[config.mk]
export PLATFORM = sky130hd
export DESIGN_NAME = axis_downsizer
export DESIGN_NICKNAME = d
export VERILOG_FILES = /design/src/rtl/axis_pkg.sv /design/src/rtl/axis_lane_sel.sv /design/src/rtl/axis_downsizer.sv
export SDC_FILE = /design/constraint.sdc
export NUM_CORES = 1
export LEC_CHECK = 0
export CAP_MARGIN = 20
export CELL_PAD_IN_SITES_DETAIL_PLACEMENT = 0
export CELL_PAD_IN_SITES_GLOBAL_PLACEMENT = 2
export CORE_UTILIZATION = 30
export DETAILED_ROUTE_END_ITERATION = 7
export GPL_TIMING_DRIVEN = 1
export PLACE_DENSITY_LB_ADDON = 0.1
export SYNTH_ARGS = -nofsm -noshare
export SYNTH_HDL_FRONTEND = slang
export SYNTH_HIERARCHICAL = 1
export SYNTH_SLANG_ARGS = --single-unit
export TNS_END_PERCENT = 10
[constraint.sdc]
create_clock -name clk -period 4.4 [get_ports clk]
set_input_delay 0.88 -clock clk [delete_from_list [all_inputs] [get_ports clk]]
set_output_delay 0.88 -clock clk [all_outputs]
set_load 0.03 [all_outputs]
[src/rtl/axis_pkg.sv]
// Shared helpers for AXI-Stream width converters.
// Contents:
//   MAX_LANES      - widest lane mask the helpers accept
//   LANE_IDX_W     - width of a lane index returned by lowest_set_idx
//   lowest_set_idx - index of the lowest set bit of a lane mask (0 when empty)
//   is_one_hot     - true when exactly one bit of a lane mask is set
package axis_pkg;

  localparam int MAX_LANES  = 32;
  localparam int LANE_IDX_W = $clog2(MAX_LANES);

  function automatic logic [LANE_IDX_W-1:0] lowest_set_idx(input logic [MAX_LANES-1:0] v);
    logic [LANE_IDX_W-1:0] idx;
    idx = '0;
    // Scanning from the top down lets the last hit, the lowest bit, win.
    for (int i = MAX_LANES - 1; i >= 0; i--) begin
      if (v[i]) idx = LANE_IDX_W'(i);
    end
    return idx;
  endfunction

  function automatic logic is_one_hot(input logic [MAX_LANES-1:0] v);
    return (v != '0) && ((v & (v - MAX_LANES'(1))) == '0);
  endfunction

endpackage

[src/rtl/axis_lane_sel.sv]
// Lane selector: picks the lowest remaining lane of a held beat.
// Ports:
//   mask   - remaining lanes still to be emitted
//   data   - held beat, lane i is data[i]
//   word   - data of the lowest remaining lane
//   pick   - one-hot vector of that lane (all zero when mask is empty)
//   single - exactly one lane remains
module axis_lane_sel
  import axis_pkg::*;
#(
  parameter int N = 4,
  parameter int W = 8
) (
  input  logic [N-1:0]        mask,
  input  logic [N-1:0][W-1:0] data,
  output logic [W-1:0]        word,
  output logic [N-1:0]        pick,
  output logic                single
);

  localparam int IDX_W = (N > 1) ? $clog2(N) : 1;

  if (N > MAX_LANES) begin : g_too_wide
    $fatal(1, "axis_lane_sel: N=%0d exceeds MAX_LANES=%0d", N, MAX_LANES);
  end

  logic [IDX_W-1:0] idx;

  assign idx    = IDX_W'(lowest_set_idx(MAX_LANES'(mask)));
  assign word   = data[idx];
  // Two's-complement trick isolates the lowest set bit.
  assign pick   = mask & (~mask + N'(1));
  assign single = is_one_hot(MAX_LANES'(mask));

endmodule

[src/rtl/axis_downsizer.sv]
// AXI-Stream downsizer: splits BUS_W-wide beats into WORD_W-wide words,
// emitting kept lanes in ascending order and skipping empty lanes.
// Ports:
//   clk, rstn                 - clock, asynchronous active-low reset
//   s_valid/s_ready/s_last    - input beat handshake and packet end
//   s_keep, s_data            - per-lane keep bits and lane data
//   m_valid/m_ready/m_last    - output word handshake and packet end
//   m_data                    - current output word
//   null_beat                 - one-cycle pulse after an all-zero-keep beat
module axis_downsizer #(
  parameter int  WORD_W = 8,
  parameter int  BUS_W  = 32,
  localparam int WORDS_PER_BEAT = BUS_W / WORD_W
) (
  input  logic                                   clk,
  input  logic                                   rstn,
  input  logic                                   s_valid,
  output logic                                   s_ready,
  input  logic                                   s_last,
  input  logic [WORDS_PER_BEAT-1:0]              s_keep,
  input  logic [WORDS_PER_BEAT-1:0][WORD_W-1:0]  s_data,
  output logic                                   m_valid,
  input  logic                                   m_ready,
  output logic [WORD_W-1:0]                      m_data,
  output logic                                   m_last,
  output logic                                   null_beat
);

  if (BUS_W % WORD_W != 0) begin : g_bad_width
    $fatal(1, "axis_downsizer: BUS_W=%0d is not a multiple of WORD_W=%0d", BUS_W, WORD_W);
  end

  logic [WORDS_PER_BEAT-1:0][WORD_W-1:0] data_q;
  logic [WORDS_PER_BEAT-1:0]             mask_q;
  logic                                  last_q;
  logic                                  null_q;

  logic [WORDS_PER_BEAT-1:0] pick;
  logic                      single;
  logic                      s_fire;
  logic                      m_fire;

  axis_lane_sel #(
    .N (WORDS_PER_BEAT),
    .W (WORD_W)
  ) u_lane_sel (
    .mask   (mask_q),
    .data   (data_q),
    .word   (m_data),
    .pick   (pick),
    .single (single)
  );

  assign m_valid   = (mask_q != '0);
  assign m_last    = last_q & single;
  assign null_beat = null_q;

  // Only the final word may open the input in the same cycle; with more
  // words left, s_ready does not depend on m_ready at all.
  assign s_ready = rstn & ((mask_q == '0) | (m_ready & single));
  assign s_fire  = s_valid & s_ready;
  assign m_fire  = m_valid & m_ready;

  // NOTE: the data register is reset too, so m_data reads zero during reset
  // instead of leaking the last beat; it is a handful of flops, not a memory.
  always_ff @(posedge clk or negedge rstn) begin
    if (!rstn) begin
      data_q <= '0;
      mask_q <= '0;
      last_q <= 1'b0;
      null_q <= 1'b0;
    end else begin
      // NOTE: non-blocking assignments here so every register sees the
      // pre-edge values of its neighbours regardless of statement order.
      null_q <= s_fire & (s_keep == '0);
      if (s_fire) begin
        // Also covers the final-word handshake: the new beat replaces it.
        data_q <= s_data;
        mask_q <= s_keep;
        last_q <= s_last;
      end else if (m_fire) begin
        mask_q <= mask_q & ~pick;
      end
    end
  end

endmodule

### Word-level counts from Yosys, hierarchy flattened

Index checks and enable logic that the tools add are counted.

* bits in registers: 38
* bits of input ports: 41
* output and inout port bits: 12
* logic and storage cells: 36

* add/subtract/negate cells: 2
* $lt $le $gt $ge: 1
* muxes and demuxes: 8
* bitwise gates (word level): 12
* reduce and logical (&&, ||, !) cells: 6

Operators with widths (count)
* $and A4 B32 Y32: 1
* $logic_not A32 Y1: 1
* $bmux W8 S2: 1
* $and A4 B4 Y4: 2
* $logic_not A4 Y1: 2
* $mux W2: 4
* $mux W4: 2
* $mux W8: 1
* $not A4 Y4: 2
* $and A1 B1 Y1: 6
* $sub A4 B1 Y5 const B: 1
* $add A4 B1 Y4 const B: 1
* $reduce_bool A4 Y1: 1
* $lt A2 B3 Y1 const B: 1
* $reduce_bool A2 Y1: 1
* $logic_and A1 B1 Y1: 1
* $or A1 B1 Y1: 1

### Logic depth before layout (Yosys ltp)

Gate-level depths: netlist of the first run.

* depth after elaboration: 9
* gate-level depth with buffers: 7
* gate-level depth less buffers: 6

### Cells and area by module

Netlist of the first run, hierarchy kept.

Modules (own cells, without submodules)
* axis_downsizer: instances 1, cells an instance 99, area an instance 1497.7 sq um, seq. area each 950.9 sq um
* axis_lane_sel: instances 1, cells an instance 22, area an instance 271.5 sq um, seq. area each 0.0 sq um

### Worst setup path after synthesis of the first run

OpenSTA, ideal clock, no wires.

* kind: register to output
* from: register mask_q[0]
* to: output s_ready
* arrival: 1.757 ns
* required time: 3.520 ns
* setup slack: 1.763 ns
* stages on the path, launching flop included: 4
* buffers on the path: 0
* cells stage by stage: dfrtp_1 -> or4_4 -> and2_0 -> nor2b_1

* elaborated cells between the ends (all ways): 9
* classes of those cells: add/sub: 1; bitwise: 4; reduce/logical: 4

RTL lines
* start, declared: RTL line axis_downsizer.sv:34 `logic [WORDS_PER_BEAT-1:0] mask_q;`
* start signal, assigned: RTL line axis_downsizer.sv:79 `mask_q <= s_keep;`
* start signal, assigned: RTL line axis_downsizer.sv:82 `mask_q <= mask_q & ~pick;`
* $reduce_bool A4 Y1
* named net m_valid: RTL line axis_downsizer.sv:22 `output logic m_valid,`
* $logic_and A1 B1 Y1: RTL line axis_pkg.sv:23 `return (v != '0) && ((v & (v - MAX_LANES'(1))) == '0);`
* $and A1 B1 Y1: RTL line axis_downsizer.sv:60 `assign s_ready = rstn & ((mask_q == '0) | (m_ready & single));`
* $or A1 B1 Y1: RTL line axis_downsizer.sv:60
* $and A1 B1 Y1: RTL line axis_downsizer.sv:60
* end, declared: RTL line axis_downsizer.sv:18 `output logic s_ready,`

The timed path passes the listed nets, and every way through them passes these cells.

### Final worst setup path of the first run

* from: input m_ready
* to: output s_ready

* word-level cells in the longest chain between the ends: 3

RTL lines
* start, declared: RTL line axis_downsizer.sv:23 `input logic m_ready,`
* $and A1 B1 Y1: RTL line axis_downsizer.sv:60
* $or A1 B1 Y1: RTL line axis_downsizer.sv:60
* $and A1 B1 Y1: RTL line axis_downsizer.sv:60

Every way passes these cells.

==> metrics.md, run 1 <==
| Metric | Value |
|---|---|
| Yosys top cell area share | 53.75% |
| Yosys top cell by area | dfrtp_1 |
| TritonCTS clock tree | yes |
| Area growth, synth to finish | 39.04% |
| DP Wirelength | 2785 um |
| Peak supply drop | 0.0003517 V |
| Initial antenna violation count | 0 |
| Final #Nets | 222 |
| Worst-Margin Slew | 0.5544 ns |
| Cell Chain, Critical Path | clkdlybuf4s50_1 > nand2_1 > and2_0 > nor2b_1 > clkdlybuf4s50_1 |
| Status | finished, final reports clean |
| EDFF count, synth | 0 |
| #FFs+latches synth | 38 |
| Die Height | 78.80 um |
| Crit end category | output port |
| # setup viols final | 0 |
| Hold Crit Class | register to register |
| Total CTS buffers | 5 |
| Residual DRC | 0 |
| CP Buf/Inv Count | 2 |
| Fmax | 284.4 MHz |
| Period utilisation layout | 79.91% |
| Pleak | 0.9749 nW |
| Setup TNS | 0 ns |
| Max Cap Viol | 0 |
| Synth top area cells | dfrtp_1, mux2_2, mux4_2, buf_6, nand2_1 |
| Ratio of cells with drive above 1 in the final layout | 30.94% |
| Final WL | 3792 um |
| Setup CP Type | input pin to output port |
| Die Wd | 78.80 um |
| Vias in the first global route | 1304 |
| Worst Path Arrival | 2.64 ns |
| Critical Path Most Common Cell | clkdlybuf4s50_1 |
| Slew Limit Fails | 0 |
| Pwr dens | 821.5 nW/um^2 |
| DR vias | 1195 |
| Initial core utilization | 31.55% |
| Final RePlAce weighted congestion | 0.7004 |
| Non-filler instance count after layout | 253 |
| Rel. slew slack | 62.79% |
| Share of synthesized registers carrying an async set or reset | 100.0% |
| Antenna viol nets, final | 0 |
| Syn Nets | 162 |
| Filler instances | 546 |
| Worst Path Required | 3.52 ns |
| CTS Sinks | 38 |
| Clk Tree Root Cell | clkbuf_8 |
| H-tree depth | 2 |
| GR Util All Layers | 13.88% |
| Area of the die | 6209 sq um |
| DR iter-0 viols | 45 |
| Startpoint Class | input pin |
| Slowest-stage cell, CP | clkdlybuf4s50_1 |
| Top-count cell post-synth | dfrtp_1 |
| Post-Syn Area | 1769 sq um |
| Port bufs | 52 |
| Crit-path leading delay family | buffers and inverters |
| Register area share after synthesis | 53.75% |
| # IOs | 53 |
| Mapped Cells | 121 |
| Post-synth top flop | dfrtp_1 |
| Clk slew on worst S/H paths | 0.07 ns |
| Final min period | 3.516 ns |
| Antenna cell count | 0 |
| DR WL/cell | 14.99 um |
| Most common library cells after synthesis | dfrtp_1, mux2_2, nand2_1, mux4_2 |
| Clock skew | 0.005293 ns |
| Global-route wire length before repair | 6368 um |
| RSZ-0062 raised after global routing | no |
| Placed Cells | 245 |
| Critical Path Max Stage Delay | 0.67 ns |
| Buffer levels on the longest clock path | 2 |
| Cts repair resizes | 0 |
| Synth Area per Inst | 14.62 sq um |
| Vias per cell | 4.723 |
| Clock Latency Late Sink | 0.28 ns |
| Grt total ovfl | 0 |
| Setup Fix Bufs, Post-CTS | 0 |
| Yosys warning count | 6 |
| Number of library cell types mapped by synthesis | 21 |
| Pin count of the biggest net entering global routing | 35 |
| Hold_buf cts | 0 |
| Core Box Area | 5608 sq um |
| Crit-path max FO | 6 |
| FP Rows | 27 |
| Drt pass-1 iters | 4 |
| Final Hold Fails | 0 |
-- per-layer routing --
layer / global-route usage (%) / part of all wire (%) / wire [um]
met5: 0 / 0 / 0
met4: 4.444 / 0.61 / 23
met3: 4.483 / 5.9 / 223
met2: 21.57 / 49 / 1856
met1: 18.29 / 45 / 1689
-- final cells by class --
type | count | area, sq um | share of cell area [%]
clock buffers | 6 | 72.57 | 2.950
clock inverters | 1 | 7.507 | 0.3052
multi-input cells | 78 | 765.7 | 31.13
flip-flops and latches | 38 | 950.9 | 38.66
well taps | 72 | 90.09 | 3.662
repair buffers | 58 | 573.1 | 23.30
-- worst register-to-register path, stage by stage, from the launching register on --
cell       delay [ns]
dfrtp_1          0.47
o21ai_0          0.18
o21ai_0          0.11
o2bb2ai_1        0.22
nand2_1          0.14
a21oi_4          0.28
buf_12           0.24
mux2_2           0.37
-- cells by family (layout without fill, tap and decap cells) --
kind of cell / count (synthesis) / count (layout) / synth area share [%]
DFF: 38 / 38 / 53.75
xor gates and xnor gates: 1 / 1 / 0.4951
muxes: 41 / 41 / 31.19
AOI/OAI and AO/OA: 10 / 10 / 4.102
buffers and inverters: 5 / 65 / 2.970
and+or+nand+nor: 26 / 26 / 7.497
-- placed cells by master, fill, tap and decap left out, types with 2 or more instances in the layout --
cell type        synthesis  routed
clkdlybuf4s50_1          0      51
dfrtp_1                 38      38
mux2_2                  33      33
nand2_1                 10      10
mux4_2                   8       8
clkbuf_8                 0       5
buf_4                    1       5
nand3_1                  4       4
o22ai_1                  4       4
nor2b_1                  3       3
and2_1                   3       3
nor2_1                   2       2
o21ai_0                  2       2
-- sequential cells by signal, summed over array words and instances (netlist names) --
| register | count |
|---|---|
| last_q | 1 |
| null_beat | 1 |
| data_q | 32 |
| mask_q | 4 |
-- final timing paths --
path / slack (ns) / endpoint / cells after the start / startpoint
worst max-delay path: 0.88 / s_ready / 5 / m_ready
worst min-delay path: 0.50 / data_q[10] / 1 / data_q[10]
worst max register to register: 2.30 / data_q[19] / 7 / mask_q[2]
worst min register to register: 0.50 / data_q[10] / 1 / data_q[10]
max in group asynchronous: 3.17 / data_q[20] / 2 / rstn
min in group asynchronous: 0.56 / data_q[31] / 1 / rstn
-- per-stage QoR --
stage | hold slack (ns) | area (sq um) | utilization, % | setup WS (ns) | total power [W]
4_1_cts | 0.5114 | 2440 | 43.51 | 0.8874 | 0.002044
6_report | 0.5048 | 2460 | 43.86 | 0.8837 | 0.002021
3_5_place_dp | 0.4929 | 2360 | 42.08 | 0.8854 | 0.001810
2_1_floorplan | 0.4728 | 1769 | - | 1.763 | 0.001424
3_3_place_gp | 0.4845 | 2360 | 42.08 | 0.9134 | 0.001785
5_1_grt | 0.5246 | 2460 | 43.86 | 0.7658 | 0.002172
-- power by group --
part	total (W)	internal, W	switching, W
Combinational	0.00117	0.000623	0.000543
Clock	0.000224	0.000109	0.000116
Sequential	0.000631	0.000525	0.000107
Total	0.00202	0.00126	0.000765
(Power assumes the default switching activity.)
==> inputs of run 2 (changes only) <==
clock period = 3.4 ns   (was 4.4 ns; I/O delays follow)
==> metrics.md, run 2 (synthesis gave the netlist of run 1 again) <==
| Metric | Value |
|---|---|
| FP Rows | 27 (unchanged) |
| Area of the die | 6209 sq um (unchanged) |
| Pleak | 0.9699 nW (-0.51%) |
| Initial antenna violation count | 0 (unchanged) |
| Crit-path max FO | 8 (+2) |
| Die Height | 78.80 um (unchanged) |
| Pre-CTS WS | 0.2498 ns (-0.6355 ns) |
| DR WL/cell | 14.97 um (-0.13%) |
| Total CTS buffers | 5 (unchanged) |
| Area growth, synth to finish | 38.61% |
| Final #Nets | 221 (-0.45%) |
| # IOs | 53 (unchanged) |
| Final Util | 43.73% (-0.13 points) |
| Status | finished, final reports clean |
| Rel. slew slack | 36.35% (-26 points) |
| Total net switching power | 0.0009841 W (+29%) |
| Most frequent cells in the layout | clkdlybuf4s50_1, dfrtp_1, mux2_2, nand2_1, mux4_2 |
| Cts repair resizes | 0 (unchanged) |
| Crit end category | output port |
| Max reg flops | 32 (unchanged) |
| Max Cap Viol | 0 (unchanged) |
| Startpoint Class | register |
| H-tree depth | 2 (unchanged) |
| Grt total ovfl | 0 (unchanged) |
| Antenna viol nets, final | 0 (unchanged) |
| Worst Path Arrival | 2.57 ns (-0.07 ns) |
| Clk slew on worst S/H paths | 0.07 ns (about the same) |
| Peak supply drop | 0.0005354 V (+52%) |
| Final WL | 3772 um (-0.53%) |
| Final hold slack | 0.3927 ns (-0.1121 ns) |
| Residual DRC | 0 (unchanged) |
| Drt pass-1 iters | 3 (-1) |
| Setup TNS | 0 ns (unchanged) |
| R2R cell count | 7 (unchanged) |
| Period utilisation layout | 95.64% |
| Antenna cell count | 0 (unchanged) |
| Worst Path Required | 2.72 ns (-0.80 ns) |
| Port bufs | 52 (unchanged) |
| Slew Limit Fails | 0 (unchanged) |
| DR iter-0 viols | 36 (-20%) |
| DP Wirelength | 2835 um (+1.8%) |
| Vias in the first global route | 1355 (+3.9%) |
| TritonCTS clock tree | yes |
| Final Hold Fails | 0 (unchanged) |
| Commonest non-fill, non-tap cell in the layout | clkdlybuf4s50_1 |
| Vias per cell | 4.821 (+2.1%) |
| Final WS setup | 0.1483 ns (-0.7355 ns) |
| Global-route wire length before repair | 6479 um (+1.7%) |
| Core Box Area | 5608 sq um (unchanged) |
| Switch share | 37.89% (about the same) |
| Hold Crit Class | input pin to asynchronous set/reset pin |
| RSZ-0062 raised after global routing | no |
| Final RePlAce weighted congestion | 0.7642 (+9.1%) |
| Die Wd | 78.80 um (unchanged) |
| Pin count of the biggest net entering global routing | 26 (-26%) |
| Pwr dens | 1059 nW/um^2 (+29%) |
| Pint | 0.001613 W (+28%) |
| Clock Latency Late Sink | 0.28 ns (about the same) |
| Clock skew | 0.004138 ns (-0.001155 ns) |
| CTS Sinks | 38 (unchanged) |
| Largest regs | data_q x32, mask_q x4 |
| Sequential power share | 31.4% (+0.2 points) |
| Worst-Margin Slew | 0.9484 ns (+0.3940 ns) |
| Initial core utilization | 31.55% (unchanged) |
| DR vias | 1215 (+1.7%) |
| Ratio of cells with drive above 1 in the final layout | 30.56% (-0.38 points) |
| Fmax | 307.5 MHz |
| Clk pwr share | 11.0% (about the same) |
| Final min period | 3.252 ns |
| # setup viols final | 0 (unchanged) |
| Clk Tree Root Cell | clkbuf_8 |
| Buffer levels on the longest clock path | 2 (unchanged) |
| Setup Fix Bufs, Post-CTS | 0 (unchanged) |
| Comb power frac | 57.5% (-0.2 points) |
| Biggest register | data_q |
| Setup CP Type | register to output port |
| GR Util All Layers | 13.96% (+0.075 points) |
| Hold_buf cts | 0 (unchanged) |
run 2: final timing paths:
| kind | startpoint | endpoint | slack, ns |
|---|---|---|---|
| setup / recovery | mask_q[2] | m_data[0] | 0.15 |
| setup reg to reg | mask_q[2] | data_q[28] | 1.13 |
| max in group asynchronous | rstn | data_q[3] | 2.78 |
| min in group clk | data_q[5] | data_q[5] | 0.50 |
| hold / removal | rstn | mask_q[1] | 0.39 |
| hold reg to reg | data_q[5] | data_q[5] | 0.50 |
run 2: cell type report:
type / instances / area, sq um
fillers: 548 / 3156
flip-flops and latches: 38 / 950.9
multi-input cells: 78 / 765.7
repair buffers: 57 / 565.5
well taps: 72 / 90.09
clock buffers: 6 / 72.57
clock inverters: 1 / 7.507
run 2: power groups by stage:
stage                     logic (W)  registers [W]  clock network [W]
after floorplan             0.00106       0.000779                  0
after global placement      0.00150       0.000811                  0
after detailed placement    0.00151       0.000827                  0
after CTS                   0.00152       0.000820           0.000309
after global routing        0.00160       0.000858           0.000332
final                       0.00149       0.000816           0.000287
run 2: routing by layer:
| layer | vias to the layer above | track usage [%] | wire (um) |
|---|---|---|---|
| met1 | 616 | 15.78 | 1544 |
| met5 | - | 0 | 0 |
| li1 | 563 | - | - |
| met4 | 0 | 4.444 | 15 |
| met2 | 34 | 24.78 | 2000 |
| met3 | 2 | 4.483 | 212 |
run 2: stage by stage:
step	cell area, sq um	std cells	total power, W
after floorplan	1769	121	0.001843
after global placement	2372	245	0.002309
after detailed placement	2372	245	0.002336
after CTS	2452	252	0.002648
after global routing	2452	252	0.002791
final	2452	252	0.002597
run 2: worst max-delay path, cell delays in order (launching register included):
cell             delay (ns)
dfrtp_1                0.46
o21ai_1                0.78
mux4_2                 0.38
clkdlybuf4s50_1        0.67
==> inputs of run 3 (changes only) <==
CORE_UTILIZATION = 31   (was 30)
==> metrics.md, run 3 (synthesis gave the netlist of run 1 again) <==
| Metric | Value |
|---|---|
| Status | finished, final reports clean |
| Worst Path Arrival | 2.55 ns (-0.02 ns) |
| Max reg flops | 32 (unchanged) |
| Die Wd | 77.55 um (-1.6%) |
| Hold_buf cts | 0 (unchanged) |
| H-tree depth | 2 (unchanged) |
| DR WL/cell | 14.96 um (about the same) |
| Pleak | 0.9873 nW (+1.8%) |
| Overall power | 0.002702 W (+4.0%) |
| Slew Limit Fails | 0 (unchanged) |
| Grt total ovfl | 0 (unchanged) |
| Hold Crit Class | input pin to asynchronous set/reset pin |
| Peak supply drop | 0.0005108 V (-4.6%) |
| Vias in the first global route | 1316 (-2.9%) |
| Startpoint Class | register |
| Antenna viol nets, final | 0 (unchanged) |
| Setup CP Type | register to output port |
| CTS Sinks | 38 (unchanged) |
| Most frequent cells in the layout | clkdlybuf4s50_1, dfrtp_1, mux2_2, nand2_1, mux4_2 |
| Initial core utilization | 32.13% (+0.58 points) |
| Pwr dens | 1093 nW/um^2 (+3.2%) |
| TritonCTS clock tree | yes |
| Worst-Margin Slew | 0.9078 ns (-0.04065 ns) |
| Setup Fix Bufs, Post-CTS | 0 (unchanged) |
| Clk slew on worst S/H paths | 0.08 ns (about the same) |
| Pin count of the biggest net entering global routing | 44 (+69%) |
| Buffer levels on the longest clock path | 2 (unchanged) |
| Initial antenna violation count | 0 (unchanged) |
| Area of the die | 6013 sq um (-3.1%) |
| Vias per cell | 4.710 (-2.3%) |
| Final WL | 3769 um (about the same) |
| DR vias | 1187 (-2.3%) |
| Max Cap Viol | 0 (unchanged) |
| Ratio of cells with drive above 1 in the final layout | 31.11% (+0.56 points) |
| Core Box Area | 5507 sq um (-1.8%) |
| DR iter-0 viols | 77 (+110%) |
| Biggest register | data_q |
| # IOs | 53 (unchanged) |
| Die Height | 77.55 um (-1.6%) |
| GR Util All Layers | 14.14% (+0.18 points) |
| Rel. slew slack | 39.07% (+2.7 points) |
| Period utilisation layout | 94.86% (-0.77 points) |
| Crit end category | output port |
| Total CTS buffers | 5 (unchanged) |
| Residual DRC | 0 (unchanged) |
| Clock Latency Late Sink | 0.29 ns (about the same) |
| Fmax | 310.0 MHz (+0.82%) |
| Final min period | 3.225 ns (-0.02634 ns) |
| Final #Nets | 221 (unchanged) |
| Global-route wire length before repair | 6527 um (+0.74%) |
| Crit-path max FO | 8 (unchanged) |
| Clk Tree Root Cell | clkbuf_8 |
| Area of the multi-input gates | 765.7 sq um (unchanged) |
| Clock skew | 0.006601 ns (+0.002464 ns) |
| Worst Path Required | 2.72 ns (about the same) |
| Largest regs | data_q x32, mask_q x4 |
| Port bufs | 52 (unchanged) |
| Final hold slack | 0.4573 ns (+0.06461 ns) |
| Filler instances | 516 (-5.8%) |
| Area growth, synth to finish | 39.75% |
| Setup TNS | 0 ns (unchanged) |
| Cts repair resizes | 0 (unchanged) |
| Drt pass-1 iters | 4 (+1) |
| Final RePlAce weighted congestion | 0.7721 (+1.0%) |
| Antenna cell count | 0 (unchanged) |
| Commonest non-fill, non-tap cell in the layout | clkdlybuf4s50_1 |
| # setup viols final | 0 (unchanged) |
| RSZ-0062 raised after global routing | no |
| Reg area | 950.9 sq um (unchanged) |
| FP Rows | 27 (unchanged) |
| DP Wirelength | 2718 um (-4.1%) |
| Final Hold Fails | 0 (unchanged) |
run 3: path summary, 6_finish.rpt:
kind | from | endpoint | slack [ns] | cells past startpoint
max | mask_q[2] | m_data[3] | 0.17 | 3
min | rstn | mask_q[0] | 0.46 | 2
max reg2reg | mask_q[2] | data_q[12] | 1.41 | 7
min reg2reg | data_q[7] | data_q[7] | 0.50 | 1
max in group asynchronous | rstn | data_q[0] | 2.56 | 2
min in group clk | data_q[7] | data_q[7] | 0.50 | 1
run 3: layout make-up:
class,count,share of cell area [%]
Clock buffer,6,3.340
Timing Repair Buffer,57,22.37
Sequential cell,38,38.46
Clock inverter,1,1.215
Multi-Input combinational cell,78,30.97
Tap cell,72,3.644
run 3: through the flow:
stage          util [%]  area [sq um]  instances  setup WS, ns
6_report          44.90          2472        252        0.1746
3_5_place_dp      42.85          2360        245        0.2798
4_1_cts           44.90          2472        252        0.1218
5_1_grt           44.90          2472        252       0.01724
2_1_floorplan         -          1769        121        0.9628
3_3_place_gp      42.85          2360        245        0.2932
run 3: metal layers:
metal  GRT usage, %  up-vias  share of wire [%]
met1          17.87      591                 44
met4          5.094        0                1.1
met3          3.882        4                4.6
li1               -      561                  -
met2          23.10       31                 50
met5              0        -                  0
run 3: worst max-delay path, stage by stage, from the launching register on:
cell and delay, ns:
dfrtp_1 0.46, o21ai_1 0.75, mux4_2 0.37, clkdlybuf4s50_1 0.67
run 3: report_power, final:
group | switching (W) | total [W] | internal, W
logic | 0.000698 | 0.00149 | 0.000788
clock network | 0.000161 | 0.000396 | 0.000235
registers | 0.000141 | 0.000820 | 0.000679
total | 0.00100 | 0.00270 | 0.00170
